## src/rtl/cpu_pkg.sv

```systemverilog
// Shared opcodes, instruction field positions and width defaults
// for the R/I/J CPU pipeline.
package cpu_pkg;

    localparam int DW_DEF   = 32;
    localparam int AW_DEF   = 5;
    localparam int LINK_DEF = 31;

    localparam logic [5:0] OP_RTYPE = 6'h00;
    localparam logic [5:0] OP_J     = 6'h02;
    localparam logic [5:0] OP_JAL   = 6'h03;
    localparam logic [5:0] OP_BEQ   = 6'h04;
    localparam logic [5:0] OP_BNE   = 6'h05;
    localparam logic [5:0] OP_ANDI  = 6'h0C;
    localparam logic [5:0] OP_ORI   = 6'h0D;
    localparam logic [5:0] OP_XORI  = 6'h0E;
    localparam logic [5:0] OP_LUI   = 6'h0F;
    localparam logic [5:0] OP_SW    = 6'h2B;

    localparam int OP_LO = 26;
    localparam int RS_LO = 21;
    localparam int RT_LO = 16;
    localparam int RD_LO = 11;
    localparam int SH_LO = 6;
    localparam int FN_LO = 0;
    localparam int IM_LO = 0;
    localparam int JT_LO = 0;

endpackage

```

## src/rtl/operand_fetch_stage_if.sv

```systemverilog
// Instruction-in and operand-bundle-out handshakes of the
// operand fetch stage; slave is the stage, master the neighbours.
interface operand_fetch_stage_if #(
    parameter int DW = 32,
    parameter int AW = 5
);
    logic          in_valid;
    logic          in_ready;
    logic [DW-1:0] in_instr;
    logic          out_valid;
    logic          out_ready;
    logic [DW-1:0] out_rs;
    logic [DW-1:0] out_rt;
    logic [DW-1:0] out_imm;
    logic [AW-1:0] out_dst;
    logic [5:0]    out_op;
    logic [5:0]    out_funct;
    logic [4:0]    out_shamt;
    logic [25:0]   out_jtarg;

    modport slave (
        input  in_valid, in_instr, out_ready,
        output in_ready, out_valid, out_rs, out_rt, out_imm,
        output out_dst, out_op, out_funct, out_shamt, out_jtarg
    );

    modport master (
        output in_valid, in_instr, out_ready,
        input  in_ready, out_valid, out_rs, out_rt, out_imm,
        input  out_dst, out_op, out_funct, out_shamt, out_jtarg
    );
endinterface

```

## src/rtl/operand_fetch_stage_imm_extend.sv

```systemverilog
// Immediate extension: zero for logical ops, upper-half for LUI,
// sign extension for everything else.
module imm_extend
    import cpu_pkg::*;
#(
    parameter int DW = 32
) (
    input  logic [15:0]   imm16,
    input  logic [5:0]    op,
    output logic [DW-1:0] imm
);
    always_comb begin
        imm = {{(DW-16){imm16[15]}}, imm16};
        unique case (1'b1)
            (op == OP_ANDI) || (op == OP_ORI) || (op == OP_XORI):
                imm = {{(DW-16){1'b0}}, imm16};
            (op == OP_LUI): begin
                imm = '0;
                imm[31:16] = imm16;
            end
            default: ;
        endcase
    end
endmodule

```

## src/rtl/operand_fetch_stage.sv

```systemverilog
// Decode/operand-fetch stage with writeback snooping.
// Define OF_WB_BYPASS_EN to bypass writeback on capture instead of stalling.
module operand_fetch_stage
    import cpu_pkg::*;
#(
    parameter int DW   = DW_DEF,
    parameter int AW   = AW_DEF,
    parameter int LINK = LINK_DEF
) (
    input  logic                 clka,
    input  logic                 rsta_n,
    operand_fetch_stage_if.slave bus,
    output logic [AW-1:0]        raddra,
    output logic [AW-1:0]        raddrb,
    input  logic [DW-1:0]        douta,
    input  logic [DW-1:0]        doutb,
    input  logic                 wb_we,
    input  logic [AW-1:0]        wb_addr,
    input  logic [DW-1:0]        wb_data,
    output logic [15:0]          stall_cnt
);
    logic [5:0]    op;
    logic [AW-1:0] dst;
    logic [DW-1:0] imm;
    logic [DW-1:0] rs_cap;
    logic [DW-1:0] rt_cap;
    logic [DW-1:0] rs_val;
    logic [DW-1:0] rt_val;
    logic [AW-1:0] rs_q;
    logic [AW-1:0] rt_q;
    logic          wb_hit;
    logic          hit_a;
    logic          hit_b;
    logic          hazard;
    logic          in_fire;
    logic          hold;

    assign op     = bus.in_instr[OP_LO +: 6];
    assign raddra = bus.in_instr[RS_LO +: AW];
    assign raddrb = bus.in_instr[RT_LO +: AW];

    assign wb_hit = wb_we && (wb_addr != '0);
    assign hit_a  = wb_hit && (wb_addr == raddra);
    assign hit_b  = wb_hit && (wb_addr == raddrb);

`ifdef OF_WB_BYPASS_EN
    assign hazard = 1'b0;
    assign rs_cap = hit_a ? wb_data : douta;
    assign rt_cap = hit_b ? wb_data : doutb;
`else
    // Hold the instruction back until the colliding write lands.
    assign hazard = hit_a || hit_b;
    assign rs_cap = douta;
    assign rt_cap = doutb;
`endif

    assign rs_val = (raddra == '0) ? '0 : rs_cap;
    assign rt_val = (raddrb == '0) ? '0 : rt_cap;

    assign bus.in_ready = (!bus.out_valid || bus.out_ready) && !hazard;
    assign in_fire      = bus.in_valid && bus.in_ready;
    assign hold         = bus.out_valid && !bus.out_ready;

    always_comb begin
        dst = bus.in_instr[RT_LO +: AW];
        unique case (1'b1)
            (op == OP_RTYPE): dst = bus.in_instr[RD_LO +: AW];
            (op == OP_JAL):   dst = AW'(LINK);
            (op == OP_J) || (op == OP_BEQ) ||
            (op == OP_BNE) || (op == OP_SW):
                dst = '0;
            default: ;
        endcase
    end

    imm_extend #(.DW(DW)) u_imm (
        .imm16 (bus.in_instr[IM_LO +: 16]),
        .op    (op),
        .imm   (imm)
    );

    always_ff @(posedge clka or negedge rsta_n) begin
        if (!rsta_n) begin
            bus.out_valid <= 1'b0;
            bus.out_rs    <= '0;
            bus.out_rt    <= '0;
            bus.out_imm   <= '0;
            bus.out_dst   <= '0;
            bus.out_op    <= '0;
            bus.out_funct <= '0;
            bus.out_shamt <= '0;
            bus.out_jtarg <= '0;
            rs_q          <= '0;
            rt_q          <= '0;
            stall_cnt     <= '0;
        end else begin
            if (in_fire) begin
                bus.out_valid <= 1'b1;
                bus.out_rs    <= rs_val;
                bus.out_rt    <= rt_val;
                bus.out_imm   <= imm;
                bus.out_dst   <= dst;
                bus.out_op    <= op;
                bus.out_funct <= bus.in_instr[FN_LO +: 6];
                bus.out_shamt <= bus.in_instr[SH_LO +: 5];
                bus.out_jtarg <= bus.in_instr[JT_LO +: 26];
                rs_q          <= raddra;
                rt_q          <= raddrb;
            end else begin
                if (bus.out_ready) begin
                    bus.out_valid <= 1'b0;
                end
                // Keep a waiting bundle coherent with later writebacks.
                if (hold && wb_hit && (wb_addr == rs_q)) begin
                    bus.out_rs <= wb_data;
                end
                if (hold && wb_hit && (wb_addr == rt_q)) begin
                    bus.out_rt <= wb_data;
                end
            end
            if (bus.in_valid && !bus.in_ready && (stall_cnt != 16'hFFFF)) begin
                stall_cnt <= stall_cnt + 16'd1;
            end
        end
    end
endmodule

```

## src/flat_wrapper.sv

```systemverilog
// flat-port wrapper written by rule: the top's interface ports become plain ports
module operand_fetch_stage_flat import cpu_pkg::*;
#(
    parameter int DW   = DW_DEF,
    parameter int AW   = AW_DEF,
    parameter int LINK = LINK_DEF
)
  (clka, rsta_n, raddra, raddrb, douta, doutb, wb_we, wb_addr, wb_data, stall_cnt, bus_in_valid, bus_in_instr, bus_out_ready, bus_in_ready, bus_out_valid, bus_out_rs, bus_out_rt, bus_out_imm, bus_out_dst, bus_out_op, bus_out_funct, bus_out_shamt, bus_out_jtarg);
  operand_fetch_stage_if #(.DW(DW), .AW(AW)) bus_i ();
  input  logic clka;
  input  logic rsta_n;
  output logic [AW-1:0] raddra;
  output logic [AW-1:0] raddrb;
  input  logic [DW-1:0] douta;
  input  logic [DW-1:0] doutb;
  input  logic wb_we;
  input  logic [AW-1:0] wb_addr;
  input  logic [DW-1:0] wb_data;
  output logic [15:0] stall_cnt;
  input wire logic [$bits(bus_i.in_valid)-1:0] bus_in_valid;
  input wire logic [$bits(bus_i.in_instr)-1:0] bus_in_instr;
  input wire logic [$bits(bus_i.out_ready)-1:0] bus_out_ready;
  output wire logic [$bits(bus_i.in_ready)-1:0] bus_in_ready;
  output wire logic [$bits(bus_i.out_valid)-1:0] bus_out_valid;
  output wire logic [$bits(bus_i.out_rs)-1:0] bus_out_rs;
  output wire logic [$bits(bus_i.out_rt)-1:0] bus_out_rt;
  output wire logic [$bits(bus_i.out_imm)-1:0] bus_out_imm;
  output wire logic [$bits(bus_i.out_dst)-1:0] bus_out_dst;
  output wire logic [$bits(bus_i.out_op)-1:0] bus_out_op;
  output wire logic [$bits(bus_i.out_funct)-1:0] bus_out_funct;
  output wire logic [$bits(bus_i.out_shamt)-1:0] bus_out_shamt;
  output wire logic [$bits(bus_i.out_jtarg)-1:0] bus_out_jtarg;
  assign bus_i.in_valid = bus_in_valid;
  assign bus_i.in_instr = bus_in_instr;
  assign bus_i.out_ready = bus_out_ready;
  assign bus_in_ready = bus_i.in_ready;
  assign bus_out_valid = bus_i.out_valid;
  assign bus_out_rs = bus_i.out_rs;
  assign bus_out_rt = bus_i.out_rt;
  assign bus_out_imm = bus_i.out_imm;
  assign bus_out_dst = bus_i.out_dst;
  assign bus_out_op = bus_i.out_op;
  assign bus_out_funct = bus_i.out_funct;
  assign bus_out_shamt = bus_i.out_shamt;
  assign bus_out_jtarg = bus_i.out_jtarg;
  operand_fetch_stage #(.DW(DW), .AW(AW), .LINK(LINK)) u_core (.clka(clka), .rsta_n(rsta_n), .bus(bus_i), .raddra(raddra), .raddrb(raddrb), .douta(douta), .doutb(doutb), .wb_we(wb_we), .wb_addr(wb_addr), .wb_data(wb_data), .stall_cnt(stall_cnt));
endmodule
```

## config.mk

```make
export PLATFORM = sky130hd
export DESIGN_NAME = operand_fetch_stage_flat
export DESIGN_NICKNAME = d
export VERILOG_FILES = /design/src/rtl/cpu_pkg.sv /design/src/rtl/operand_fetch_stage_if.sv /design/src/rtl/operand_fetch_stage_imm_extend.sv /design/src/rtl/operand_fetch_stage.sv /design/src/flat_wrapper.sv
export SDC_FILE = /design/constraint.sdc
export NUM_CORES = 1
export LEC_CHECK = 0
export CORE_AREA = 2 2 121 123
export CTS_BUF_LIST = sky130_fd_sc_hd__clkbuf_8 sky130_fd_sc_hd__clkbuf_16
export CTS_CLUSTER_DIAMETER = 100
export DETAILED_ROUTE_END_ITERATION = 8
export DIE_AREA = 0 0 123 125
export DONT_BUFFER_PORTS = 1
export GPL_ROUTABILITY_DRIVEN = 1
export PLACE_DENSITY = 0.64
export SLEW_MARGIN = 20
export SYNTH_ARGS = -nofsm -noshare
export SYNTH_HDL_FRONTEND = slang
export SYNTH_SLANG_ARGS = --single-unit
```

## constraint.sdc

```tcl
create_clock -name clka -period 2.35 [get_ports clka]
set_input_delay 0.235 -clock clka [delete_from_list [all_inputs] [get_ports clka]]
set_output_delay 0.235 -clock clka [all_outputs]
set_load 0.02 [all_outputs]
```

==> metrics, run 1 <==
most frequent cells after synthesis=nand2_1 (165), dfrtp_1 (150), nand3_1 (90); total CTS buffers=17; Worst IR Drop VDD=507 µV; post-synthesis sequential area ratio=52.5%; Routed Antenna Nets=0; Slowest-stage cell, CP=nor4_4; CTS Hold Bufs=97; maximum fanout along the worst path=32; number of hold violations in the final report=150; die height=125 µm; WL per Instance=20.4 µm; Pleak=3.82 nW; first-pass GRT wire length=31300 µm; die extent in x=123 µm; max_cap viols=0; drt total wl=20500 µm; DRT Pass-1 Iters=5; Layout Nets=about 950; Top FF cell, synth=dfrtp_1; Clock power frac=37.9%; total die area=around 15000 µm²; Mapped Area=just over 7000 µm²; Worst Clk Skew=7.91 ps; Setup Buffers After CTS=0; CP peak stage delay=around 380 ps; WP data arrival=between 2000 and 2500 ps; power share of the combinational group=13.5%; element type at the critical path end=flop; sequential power share=48.6%; Antenna diodes=0; critical path class=reg2reg; largest net degree at the start of global routing=151; DPL Wire Length=13400 µm; Overall Global Routing Usage=26.3%; type of origin of the critical path=flop; standard-cell rows=44; Post-synth EDFFs=0; Sw Pwr=around 0.0026 W; failing checks=negative hold slack; vias in the first global route=about 6.0k; Area growth syn-to-layout=23.3%; CTS Root Cell=clkbuf_16; CTS sink count=150; I/O pins=310; Initial DRC Count=374; RSZ-0062 raised after global routing=no; Filler Cell Count=1146; R2R cell count=6; relative slew slack=58.9%; grt ovf=0; Worst Hold Margin=-496 ps; final setup fails=0; FF-to-FF End=u_core.bus.out_rs[5]; routed vias=5809; Port Buffers=0; largest area contributor in the netlist=dfrtp_1; Syn Inst Count=around 740; warnings from Yosys=0; GPL Wtd Cong=0.880; CP cell instances=nor2b_1 > nand2_1 > nor4_4 > buf_12 > mux2i_1 > o21ai_0; initial antenna violation count=0; Synth Register Bits=150; core region area=14200 µm²; post-synth cell types=42; worst slew pin tran=617 ps; clk buf depth=2; clk_lat worst skew=between 400 and 500 ps; period utilisation layout=86.7%; Setup TNS=0 ps; Mapped Nets=a little under 900; min-delay worst type=in2async; reg2reg start=u_core.bus.out_valid; CTS H-tree depth=4; share of flip-flops with an asynchronous set or reset=100%; final instance area=between 8000 and 9000 µm²; Crit path required time=2640 ps; area post-placement=just over 7000 µm²; Max Slew Vio Count=0; Power Internal=0.00538 W; top post-synthesis cells by area=dfrtp_1 (53%), mux2i_1 (9.1%), nand2_1 (8.7%); sw frac=between 30% and 40%; Starting Density=~50%; post-synth top area share=52.5%; count leader, synth=nand2_1; clock period minus worst slack=2040 ps; number of remaining DRC errors=0; power per cell area=slightly above 900 nW/µm²; flop-to-flop setup slack=~310 ps; CTS tree=built; vias per cell=5.77; share of layout cells above drive strength 1=7.78%; status=finished with violations; Fmax=between 400 and 500 MHz; Avg Synthesized Cell Area=9.62 µm²; clock slew at reported path FFs=around 60 ps
-- through the flow --
| step | cells | power [W] | util (%) | setup slack [ps] |
|---|---|---|---|---|
| after floorplan | 743 | 0.00460 | - | 153 |
| after global placement | 878 | 0.00480 | 50.6 | 347 |
| after detailed placement | 878 | 0.00485 | 50.6 | 313 |
| after CTS | 1007 | 0.00802 | 62.1 | 329 |
| after global routing | 1007 | 0.00833 | 62.1 | 143 |
| final | 1007 | 0.00797 | 62.1 | 312 |
-- worst max path at each step --
stage | endpoint | slack (ps) | cells past startpoint | startpoint
6_report | u_core.bus.out_rs[5] | 310 | 6 | u_core.bus.out_valid
4_1_cts | u_core.bus.out_rs[18] | 330 | 6 | u_core.bus.out_valid
3_5_place_dp | u_core.bus.out_rt[9] | 310 | 6 | wb_addr[1]
5_1_grt | u_core.bus.out_rs[22] | 140 | 6 | u_core.bus.out_valid
3_3_place_gp | u_core.bus.out_rt[24] | 350 | 6 | wb_addr[1]
2_1_floorplan | u_core.stall_cnt[1] | 150 | 7 | u_core.stall_cnt[0]
-- cell type report --
| cell class | instances | area (µm²) | share of cell area, % |
|---|---|---|---|
| multi-input combinational | 515 | 2950 | 33.4 |
| timing repair buffer | 121 | 1210 | 13.8 |
| clock inverter | 15 | 225 | 2.56 |
| inverter | 5 | 18.8 | 0.213 |
| sequential | 150 | 3750 | 42.6 |
| clock buffer | 17 | 425 | 4.83 |
| tap | 184 | 230 | 2.61 |
-- sequential cells by signal (all words and copies together) (netlist names) --
name,count
u_core.bus.out_imm,32
u_core.bus.out_rs,32
u_core.bus.out_rt,32
u_core.bus.out_jtarg,18
u_core.stall_cnt,16
u_core.bus.out_op,6
u_core.bus.out_dst,5
u_core.rs_q,4
u_core.rt_q,4
u_core.bus.out_valid,1
-- cells in the final DEF, fill, tap and decap left out, types with 4 or more instances in the layout --
| cell | netlist | layout |
|---|---|---|
| nand2_1 | 165 | 165 |
| dfrtp_1 | 150 | 150 |
| dlygate4sd3_1 | 0 | 97 |
| nand3_1 | 90 | 90 |
| o21ai_0 | 75 | 75 |
| mux2i_1 | 65 | 65 |
| xnor2_1 | 22 | 22 |
| buf_4 | 21 | 19 |
| a21oi_1 | 18 | 18 |
| clkbuf_16 | 0 | 17 |
| nor2_1 | 14 | 14 |
| xor2_1 | 11 | 11 |
| o21ai_1 | 10 | 10 |
| nor3_1 | 9 | 9 |
| inv_1 | 5 | 6 |
| nand4_1 | 6 | 6 |
| a221oi_1 | 5 | 5 |
| bufinv_16 | 0 | 5 |
| buf_12 | 0 | 5 |
| inv_6 | 0 | 4 |
-- per-layer routing --
metal  wire [µm]  GRT usage (%)  vias to the layer above
met3        2160           10.8                       47
met2       10100           44.8                      308
met4         620           11.1                        0
li1            -              -                     2642
met5           0              0                        -
met1        7640           28.8                     2812
-- worst max-delay path, delay by kind of cell, from the launching register on --
kind	cells	cell delay, ps
AND/OR/NAND/NOR	3	930
flip-flops	1	330
buffers and inverters	1	300
multiplexers	1	230
AO/OA/AOI/OAI	1	100
-- cell families (layout without fill, tap and decap cells) --
family / after synthesis / count (layout) / synth area share (%)
simple gates: 296 / 296 / 18.4
flops: 150 / 150 / 52.5
compound gates: 118 / 118 / 9.15
buf+inv: 78 / 158 / 6.27
mux: 67 / 67 / 9.42
xor+xnor: 33 / 33 / 4.04
fa+ha+maj: 1 / 1 / 0.175
-- power groups by stage --
stage | Sequential [W] | Combinational, W | Clock (W)
6_report | 0.00388 | 0.00107 | 0.00303
5_1_grt | 0.00393 | 0.00121 | 0.00320
4_1_cts | 0.00388 | 0.00107 | 0.00307
3_5_place_dp | 0.00391 | 0.000936 | 0
3_3_place_gp | 0.00391 | 0.000887 | 0
2_1_floorplan | 0.00384 | 0.000761 | 0
-- repair_timing --
item                                    in CTS  in global routing
endpoints found under the hold margin      266                150
endpoints found under the setup margin       0                  0
resized for setup                            0                  0
Note: power is estimated with default switching activity, not from simulation.
==> run 2, diff against run 1 <==
--- a/config.mk
+++ b/config.mk
@@ -7,7 +7,6 @@
 export LEC_CHECK = 0
 export CORE_AREA = 2 2 121 123
 export CTS_BUF_LIST = sky130_fd_sc_hd__clkbuf_8 sky130_fd_sc_hd__clkbuf_16
-export CTS_CLUSTER_DIAMETER = 100
 export DETAILED_ROUTE_END_ITERATION = 8
 export DIE_AREA = 0 0 123 125
 export DONT_BUFFER_PORTS = 1
==> results of run 2 <==
Same layout as run 1: the final DEF is identical, and so are final timing and power.
==> run 3, diff against run 2 <==
--- a/config.mk
+++ b/config.mk
@@ -5,13 +5,13 @@
 export SDC_FILE = /design/constraint.sdc
 export NUM_CORES = 1
 export LEC_CHECK = 0
-export CORE_AREA = 2 2 121 123
+export CORE_MARGIN = 2
+export CORE_UTILIZATION = 37
 export CTS_BUF_LIST = sky130_fd_sc_hd__clkbuf_8 sky130_fd_sc_hd__clkbuf_16
 export DETAILED_ROUTE_END_ITERATION = 8
-export DIE_AREA = 0 0 123 125
 export DONT_BUFFER_PORTS = 1
 export GPL_ROUTABILITY_DRIVEN = 1
-export PLACE_DENSITY = 0.64
+export PLACE_DENSITY = 0.49
 export SLEW_MARGIN = 20
 export SYNTH_ARGS = -nofsm -noshare
 export SYNTH_HDL_FRONTEND = slang
==> metrics, run 3 (synthesis results as in run 1) <==
multi-input logic area=slightly below 3000 µm²; final setup fails=0; Fmax=487 MHz; largest net degree at the start of global routing=151; failing checks=negative hold slack; die extent in x=143 µm; CTS H-tree depth=4; DP Worst Slack=253 ps; vias in the first global route=5849; min-delay worst type=in2async; clock slew at reported path FFs=70 ps; period utilisation layout=between 80% and 90%; routed vias=5656; Overall Global Routing Usage=20.8%; worst slew pin tran=650 ps; Worst Hold Margin=-501 ps; first-pass GRT wire length=32600 µm; number of hold violations in the final report=150; Register Area=3750 µm²; Port Buffers=0; type of origin of the critical path=flop; grt ovf=0; max_cap viols=0; Worst Clk Skew=13.3 ps; standard-cell rows=50; Worst IR Drop VDD=426 µV; critical path class=reg2reg; clk buf depth=2; die height=143 µm; number of remaining DRC errors=0; post-CTS sizing=0; Setup TNS=0 ps; Crit path required time=2640 ps; Layout Nets=956; initial antenna violation count=0; CTS sink count=150; commonest cells after routing, fill and taps aside=nand2_1 (165), dfrtp_1 (150), dlygate4sd3_1 (101); total die area=a little over 20000 µm²; Filler Cell Count=around 1.8k; Area growth syn-to-layout=24.5%; final instance area=8900 µm²; share of layout cells above drive strength 1=8.19%; relative slew slack=a little under three fifths; CTS Root Cell=clkbuf_16; I/O pins=310; GPL Wtd Cong=0.773; WL per Instance=19.7 µm; Initial DRC Count=270; element type at the critical path end=flop; Max Slew Vio Count=0; Pleak=3.82 nW; CTS Hold Bufs=just over 100; WP data arrival=approximately 2300 ps; largest registers=u_core.bus.out_imm x32, u_core.bus.out_rs x32, u_core.bus.out_rt x32; area post-placement=7340 µm²; maximum fanout along the worst path=14; clk_lat worst skew=430 ps; vias per cell=5.19; clock period minus worst slack=2050 ps; total CTS buffers=17; DRT Pass-1 Iters=5; CTS tree=built; RSZ-0062 raised after global routing=no; Setup Buffers After CTS=0; drt total wl=21500 µm; most common cell after layout, fill and taps aside=nand2_1; Starting Density=38.0%; core region area=18800 µm²; Antenna diodes=0; DPL Wire Length=between 10000 and 15000 µm; Routed Antenna Nets=0; power per cell area=roughly 850 nW/µm²; status=finished with violations; post-route total power=0.00755 W; Setup WS post-layout=298 ps
run 3: final cells by class:
| type | count | area share [%] |
|---|---|---|
| sequential | 150 | 42.2 |
| multi-input combinational | 515 | 33.1 |
| timing repair buffer | 128 | 14.6 |
| clock buffer | 18 | 4.93 |
| tap | 260 | 3.66 |
| clock inverter | 14 | 1.28 |
| inverter | 5 | 0.211 |
run 3: path summary, 6_finish.rpt:
path | start | endpoint | slack (ps) | depth (start not counted)
max | u_core.bus.out_jtarg[20] | u_core.bus.out_rt[23] | 300 | 6
min | rsta_n | u_core.stall_cnt[4] | -500 | 0
max reg2reg | u_core.bus.out_jtarg[20] | u_core.bus.out_rt[23] | 300 | 6
min reg2reg | u_core.stall_cnt[11] | u_core.stall_cnt[11] | 580 | 2
max in group asynchronous | rsta_n | u_core.stall_cnt[1] | 2510 | 0
min in group clka | bus_in_instr[13] | u_core.bus.out_imm[29] | 10 | 2
run 3: power breakdown:
part           leakage [nW]  internal, W  total [W]  switching (W)
Combinational          1.70     0.000511    0.00110       0.000588
Sequential             1.85      0.00300    0.00388       0.000883
Clock                 0.273      0.00140    0.00257        0.00117
run 3: worst max-delay path, cell delays in order, from the launching register on:
cell and delay [ps]:
dfrtp_1 510, xnor2_1 160, nand3_1 180, nor4_4 390, buf_4 350, mux2i_1 220, o21ai_0 100
run 3: stage by stage:
step / util, % / cells
floorplan: - / 743
global placement: 39.0 / 957
detailed placement: 39.0 / 957
CTS: 47.3 / 1090
global route: 47.3 / 1090
finish: 47.3 / 1090
run 3: metal layers:
metal	up-vias	track usage, %	share of wire [%]
li1	2662	-	-
met1	2713	23.8	38
met2	246	35.5	50
met3	35	8.25	9.3
met4	0	7.30	2.6
met5	-	0	0
